--- src/rtl/pc_injector.sv ---
// pc_injector: turns each character-window advance into a round of start tokens.
// Each round offers one token per active character slot on a valid/ready channel.
//
// Build option:
//   PC_INJECTOR_SKIP_EOS_EN  When defined, slots flagged end-of-string are skipped
//                            (mask = enable & ~end_of_s). When undefined, end_of_s
//                            is ignored (mask = enable).
//
// Parameters:
//   PC_WIDTH    width of the PC field of a token
//   CC_ID_BITS  slot index width; slot count S = 2**CC_ID_BITS
//   START_PC    PC value carried by every token
//
// Ports:
//   clk                  clock, all state on its rising edge
//   rst                  asynchronous active-high reset
//   new_char             one-cycle pulse: character window advanced
//   cur_window_enable    per-slot valid mask, sampled on new_char
//   cur_window_end_of_s  per-slot end-of-string mask, sampled on new_char
//   out_valid            token offered
//   out_data             token {slot id, START_PC}
//   out_ready            downstream accepts the token
//   busy                 a round is pending or in progress
//   round_done           one-cycle pulse when a round completes
//   overrun              sticky: a new_char was lost (cleared only by rst)

module pc_injector #(
    parameter int unsigned PC_WIDTH   = 8,
    parameter int unsigned CC_ID_BITS = 1,
    parameter int unsigned START_PC   = 0
) (
    input  logic                           clk,
    input  logic                           rst,
    input  logic                           new_char,
    input  logic [2**CC_ID_BITS-1:0]       cur_window_enable,
    input  logic [2**CC_ID_BITS-1:0]       cur_window_end_of_s,
    output logic                           out_valid,
    output logic [PC_WIDTH+CC_ID_BITS-1:0] out_data,
    input  logic                           out_ready,
    output logic                           busy,
    output logic                           round_done,
    output logic                           overrun
);

    localparam int unsigned S = 2 ** CC_ID_BITS;

    typedef enum logic [1:0] {
        StIdle,
        StInject,
        StDone
    } state_e;

    state_e                state_q, state_d;
    logic [S-1:0]          mask_q, mask_d;
    logic [CC_ID_BITS-1:0] ptr_q, ptr_d;
    logic                  pend_q, pend_d;
    logic [S-1:0]          pend_mask_q, pend_mask_d;
    logic                  overrun_q, overrun_d;

    logic [S-1:0]          m_in;
    logic [S-1:0]          mask_cleared;
    logic [CC_ID_BITS-1:0] k_sel;
    logic                  start_pend;
    logic                  start_new;

`ifdef PC_INJECTOR_SKIP_EOS_EN
    assign m_in = cur_window_enable & ~cur_window_end_of_s;
`else
    logic unused_eos;
    assign unused_eos = ^cur_window_end_of_s;
    assign m_in       = cur_window_enable;
`endif

    // Lowest set mask bit at or above the pointer.
    always_comb begin
        logic found;
        found = 1'b0;
        k_sel = '0;
        for (int unsigned i = 0; i < S; i++) begin
            if (!found && mask_q[i] && (i >= 32'(ptr_q))) begin
                found = 1'b1;
                k_sel = CC_ID_BITS'(i);
            end
        end
    end

    assign mask_cleared = mask_q & ~(S'(1) << k_sel);

    always_comb begin
        state_d     = state_q;
        mask_d      = mask_q;
        ptr_d       = ptr_q;
        pend_d      = pend_q;
        pend_mask_d = pend_mask_q;
        overrun_d   = overrun_q;
        start_pend  = 1'b0;
        start_new   = 1'b0;

        case (state_q)
            StIdle: begin
                if (pend_q) begin
                    start_pend = 1'b1;
                end else if (new_char) begin
                    start_new = 1'b1;
                end
            end
            StInject: begin
                if (out_ready) begin
                    mask_d = mask_cleared;
                    // Saturate so the pointer never wraps back to slot 0.
                    ptr_d  = (k_sel == CC_ID_BITS'(S - 1)) ? k_sel : k_sel + 1'b1;
                    if (mask_cleared == '0) begin
                        state_d = StDone;
                    end
                end
            end
            StDone: begin
                if (pend_q) begin
                    start_pend = 1'b1;
                end else begin
                    state_d = StIdle;
                end
            end
            default: state_d = StIdle;
        endcase

        if (start_pend) begin
            mask_d  = pend_mask_q;
            ptr_d   = '0;
            pend_d  = 1'b0;
            state_d = (pend_mask_q == '0) ? StDone : StInject;
        end

        if (start_new) begin
            mask_d  = m_in;
            ptr_d   = '0;
            state_d = (m_in == '0) ? StDone : StInject;
        end

        // Any new_char not starting a round goes to the pending slot; the slot
        // counts as free when its contents are being launched this same cycle.
        if (new_char && !start_new) begin
            if (!pend_q || start_pend) begin
                pend_d      = 1'b1;
                pend_mask_d = m_in;
            end else begin
                overrun_d = 1'b1;
            end
        end
    end

    always_ff @(posedge clk or posedge rst) begin
        if (rst) begin
            state_q     <= StIdle;
            mask_q      <= '0;
            ptr_q       <= '0;
            pend_q      <= 1'b0;
            pend_mask_q <= '0;
            overrun_q   <= 1'b0;
        end else begin
            state_q     <= state_d;
            mask_q      <= mask_d;
            ptr_q       <= ptr_d;
            pend_q      <= pend_d;
            pend_mask_q <= pend_mask_d;
            overrun_q   <= overrun_d;
        end
    end

    assign out_valid  = (state_q == StInject);
    assign out_data   = out_valid ? {k_sel, PC_WIDTH'(START_PC)} : '0;
    assign round_done = (state_q == StDone);
    assign busy       = (state_q != StIdle) || pend_q;
    assign overrun    = overrun_q;

endmodule
--- config.mk ---
export PLATFORM = sky130hd
export DESIGN_NAME = pc_injector
export DESIGN_NICKNAME = d
export VERILOG_FILES = /design/src/rtl/pc_injector.sv
export SDC_FILE = /design/constraint.sdc
export NUM_CORES = 1
export LEC_CHECK = 0
export BUFFER_PORTS_ARGS = -buffer_cell sky130_fd_sc_hd__buf_4
export CORE_MARGIN = 4
export CORE_UTILIZATION = 30
export DETAILED_ROUTE_END_ITERATION = 16
export PLACE_DENSITY_LB_ADDON = 0.05
export SYNTH_ARGS = -nofsm -noshare
export SYNTH_HDL_FRONTEND = slang
export SYNTH_SLANG_ARGS = --single-unit
--- constraint.sdc ---
create_clock -name clk -period 3.64 [get_ports clk]
set_clock_uncertainty 0.1 [all_clocks]
set_input_delay 0.728 -clock clk [delete_from_list [all_inputs] [get_ports clk]]
set_output_delay 0.728 -clock clk [all_outputs]
set_load 0.01 [all_outputs]
* Word-level counts from Yosys, hierarchy flattened
Index checks and enable logic that the tools add are counted.
** Cells by class
- Order comparisons :: 1
- Reductions and logical operators :: 20
- Mux-type cells :: 28
- Shifts and indexed selects :: 1
- $add $sub $neg :: 1
- Bitwise logic cells :: 3
- Eq/ne operators :: 6
** Operator list (number)
- $mux 2 :: 11
- $mux 1 :: 15
- $mux 9 :: 1
- $logic_not 2->1 :: 4
- $ne 4x1->1 const B :: 2
- $pmux 2 s3 :: 1
- $reduce_and 2->1 :: 3
- $reduce_bool 3->1 :: 2
- $ne 4x2->1 const B :: 1
- $reduce_and 4->1 :: 1
- $logic_and 1x1->1 :: 3
- $logic_not 1->1 :: 3
- $ne 3x3->1 const B :: 1
- $and 2x2->2 :: 1
- $eq 2x1->1 const B :: 1
- $eq 2x2->1 const B :: 1
- $logic_or 1x1->1 :: 2
- $not 2->2 :: 1
- $reduce_bool 2->1 :: 1
- $reduce_or 2->1 :: 1
- $shl 1x1->2 const A :: 1
- $add 1x1->1 const B :: 1
- $ge 1x1->1 const A :: 1
- $not 1->1 :: 1
** Word-level totals
- Word-level logic and storage cells :: 66
- Register bits after elaboration :: 9
- Output and inout bits :: 13

* Longest topological paths before layout
- Word-level depth :: 15
- Gate-level depth with buffers :: 5
- Mapped depth without buffers :: 4

* Worst setup path before layout
Ideal clock, no wire load.
- Path kind :: register -> output
- Start :: register state_q[0]
- End :: output out_data[8]
- Setup slack :: 1.694 ns
- Data arrival time :: 1.118 ns
- Stages on the path, launching flop included :: 5
- Data required time :: 2.812 ns
- Cell sequence :: dfrtp_1 buf_4 inv_1 nor2_1 and3_1
** On the way
- Longest elaborated chain between the ends :: 2
** RTL lines
- start, declared :: RTL line 53 : state_e state_q, state_d;
- start signal, assigned :: RTL line 154 : state_q <= StIdle;
- start signal, assigned :: RTL line 161 : state_q <= state_d;
- $eq 2x1->1 :: RTL line 170 : assign out_valid = (state_q == StInject);
- named net out_valid :: RTL line 37 : output logic out_valid,
- $mux 9 :: RTL line 171 : assign out_data = out_valid ? {k_sel, PC_WIDTH'(START_PC)} : '0;
- end, declared :: RTL line 38 : output logic [PC_WIDTH+CC_ID_BITS-1:0] out_data,
The timed path passes the listed nets, and every way through them passes these cells.

* Worst setup path after layout
- Start :: register state_q[0]
- End :: output out_data[8]
** On the way
- Longest elaborated chain between the ends :: 2
** RTL lines (RTL line)
- $eq 2x1->1 :: 170
- $mux 9 :: 171
No other way between the ends.

==> impl_results.md <==
- Run status: finished clean
- Final hold vios: 0
- Final nets: 91
- CP arrival: 1.62 ns
- Hold Buf Count CTS: 0
- Total GRT Usage: 11.3%
- Synth Register Bits: 9
- Largest net degree at the start of global routing: 13
- Most common cell after layout, fill and taps aside: buf_4
- # H-tree levels: 1
- Seq/Total Area, Yosys: 37.5%
- Gr ovfl total: 0
- Synthesized area: 601 um2
- Initial antenna violation count: 0
- Layout cell share with drive strength beyond 1: 20.7%
- # IOs: 21
- Leak Pwr: 0.000306 uW
- Most frequent cells in the layout: 10 x buf_4, 9 x dfrtp_1, 8 x nor2_1, 8 x conb_1, 6 x nand2_1
- CTS Buffer Depth: 2
- Inserted Diodes: 0
- IO Port Bufs: 10
- Pwr/cell area: 788 nW/um2
- CTS Buf Count: 3
- Hpwl dp: 1000 um
- Die height: 52.7 um
- Crit path time final: 2.44 ns
- Full die area: 2780 um2
- Crit path buf inv count: 2
- Hold crit path type: primary input to async pin
- Synth warnings: 0
- Post-placement cell count: 103
- CTS tree: done
- Crit-path cells: inv_1, nor2_1, and3_1, buf_4
- Finished Core Util: 38.1%
- Die W: 52.7 um
- Total number of vias: 525
- Largest stage delay, worst path: 0.57 ns
- Vias in the first global route: 502
- Final Setup Violations: 0
- Iteration-0 DRC Markers: 4
- Crit Path Max Fanout: 12
- Site Rows: 15
- WS Path Type: register to output port
- PostCTS Resize Cnt: 0
- Slew Limit Fails: 0
- Clk Latency, worst-skew pair: 0.26 ns
- Pre-antenna DRT Iters: 4
- Library cells used by synthesis: 29
- # DRC: 0
- Crit path max-delay family: flip-flops
- CTS clk-pin slew, worst paths: 0.07 ns
- Final WL: 1280 um
- Slowest CP cell: dfrtp_1
- Routed Antenna Nets: 0
- Storage element area: 225 um2
- CP endpoint kind: output port
- Fmax: 409 MHz
- RD Place Congestion: 0.823
- RSZ-0062 raised after global routing: no
- Sink Count: 9
- Vias per cell: 4.91
- Filler Cell Count: 206
- Area Overhead vs Synth: 14.4%
- Area of the multi-input gates: 318 um2
- Critical path required time: 2.81 ns
- Finished Layout Cells: 107
- Post-CTS setup buffers: 0
- Initial Util: 33.3%
- Per-cell routed wire length: 11.9 um
- Final Cycle Share: 67.1%
- Max-Cap Viols: 0
- Max IR drop VDD: 0.269 mV
- Global-route wire length before repair: 2280 um
- Setup_tns: 0 ns
- Mean Syn Cell Area: 8.46 um2
- Core Region: 1800 um2
- CP startpoint kind: register
- Clk root buf: clkbuf_4
- Syn Inst Count: 71
==> final timing paths <==
| check | startpoint | end | slack (ns) | cells past startpoint |
|---|---|---|---|---|
| setup reg to reg | pend_q$_DFF_PP0_ | mask_q[0]$_DFFE_PP0P_ | 2.13 | 4 |
| min in group clk | overrun$_DFFE_PP0P_ | overrun$_DFFE_PP0P_ | 0.37 | 1 |
| hold reg to reg | overrun$_DFFE_PP0P_ | overrun$_DFFE_PP0P_ | 0.37 | 1 |
| max in group asynchronous | rst | overrun$_DFFE_PP0P_ | 2.83 | 2 |
| setup / recovery | state_q[0]$_DFFE_PP0P_ | out_data[8] | 1.20 | 4 |
| hold / removal | rst | ptr_q$_DFFE_PP0P_ | 0.34 | 2 |
==> registers in the layout (all words and copies together) (netlist names) <==
register / flops
pend_mask_q: 2
pend_q: 1
state_q: 2
overrun: 1
mask_q: 2
ptr_q: 1
==> metrics by stage <==
step | power (uW) | setup WS [ns] | area, um2 | hold WS [ns]
after CTS | 547 | 1.19 | 687 | 0.357
final | 541 | 1.20 | 687 | 0.335
after global placement | 473 | 1.43 | 661 | 0.359
after global routing | 602 | 1.01 | 687 | 0.373
after floorplan | 396 | 1.69 | 627 | 0.362
after detailed placement | 468 | 1.47 | 661 | 0.360
==> cells in the mapped netlist, drive strengths merged <==
cell type,number,area share (%)
a311oi,1,1.5
nor3b,2,2.5
conb,1,0.62
nand3,1,0.83
dfrtp,9,38
and3,1,1.0
o2bb2ai,1,1.5
nor3,3,3.3
a221oi,1,1.5
nand2,6,3.7
or3,2,2.1
a21oi,3,2.5
nor2,8,5.0
a22o,1,1.5
a211oi,2,2.5
o21ai,4,3.3
buf,10,12
nor2b,3,3.1
o22ai,1,1.0
o221a,1,1.9
inv,3,1.9
nand2b,3,3.5
o31ai,2,2.5
a31o,1,1.5
o32a,1,1.7
==> per-layer routing <==
metal  track usage, %  up-vias  part of all wire (%)
met2             16.5       20                    44
li1                 -      263                     -
met1             15.2      240                    47
met3             2.85        2                   8.2
met5                0        -                     0
met4             5.11        0                   1.0
==> final cells by class <==
class | count | area share [%]
multi-input cells | 56 | 46.3
flip-flops and latches | 9 | 32.8
repair buffers | 10 | 10.9
well taps | 25 | 4.55
clock buffers | 4 | 3.83
inverters | 3 | 1.64
==> worst register-to-register path: cells and delay by family (launching register included) <==
family	cells	cell delay (ns)
flops	1	0.55
compound gates	2	0.36
simple gates	2	0.40
==> where the power goes <==
group	total [uW]	internal (uW)	leakage [uW]	switching (uW)
combinational	249	123	0.000183	126
sequential	215	145	0.000108	69.7
clock	77.4	42.2	0.0000150	35.3
==> cells by family after synthesis <==
logic type,Yosys count,share of synthesized area (%)
compound gates,19,22.7
buf+inv,13,14.0
simple gates,29,25.2
other cells,1,0.624
flops,9,37.5
Note: power is estimated with default switching activity, not from simulation.
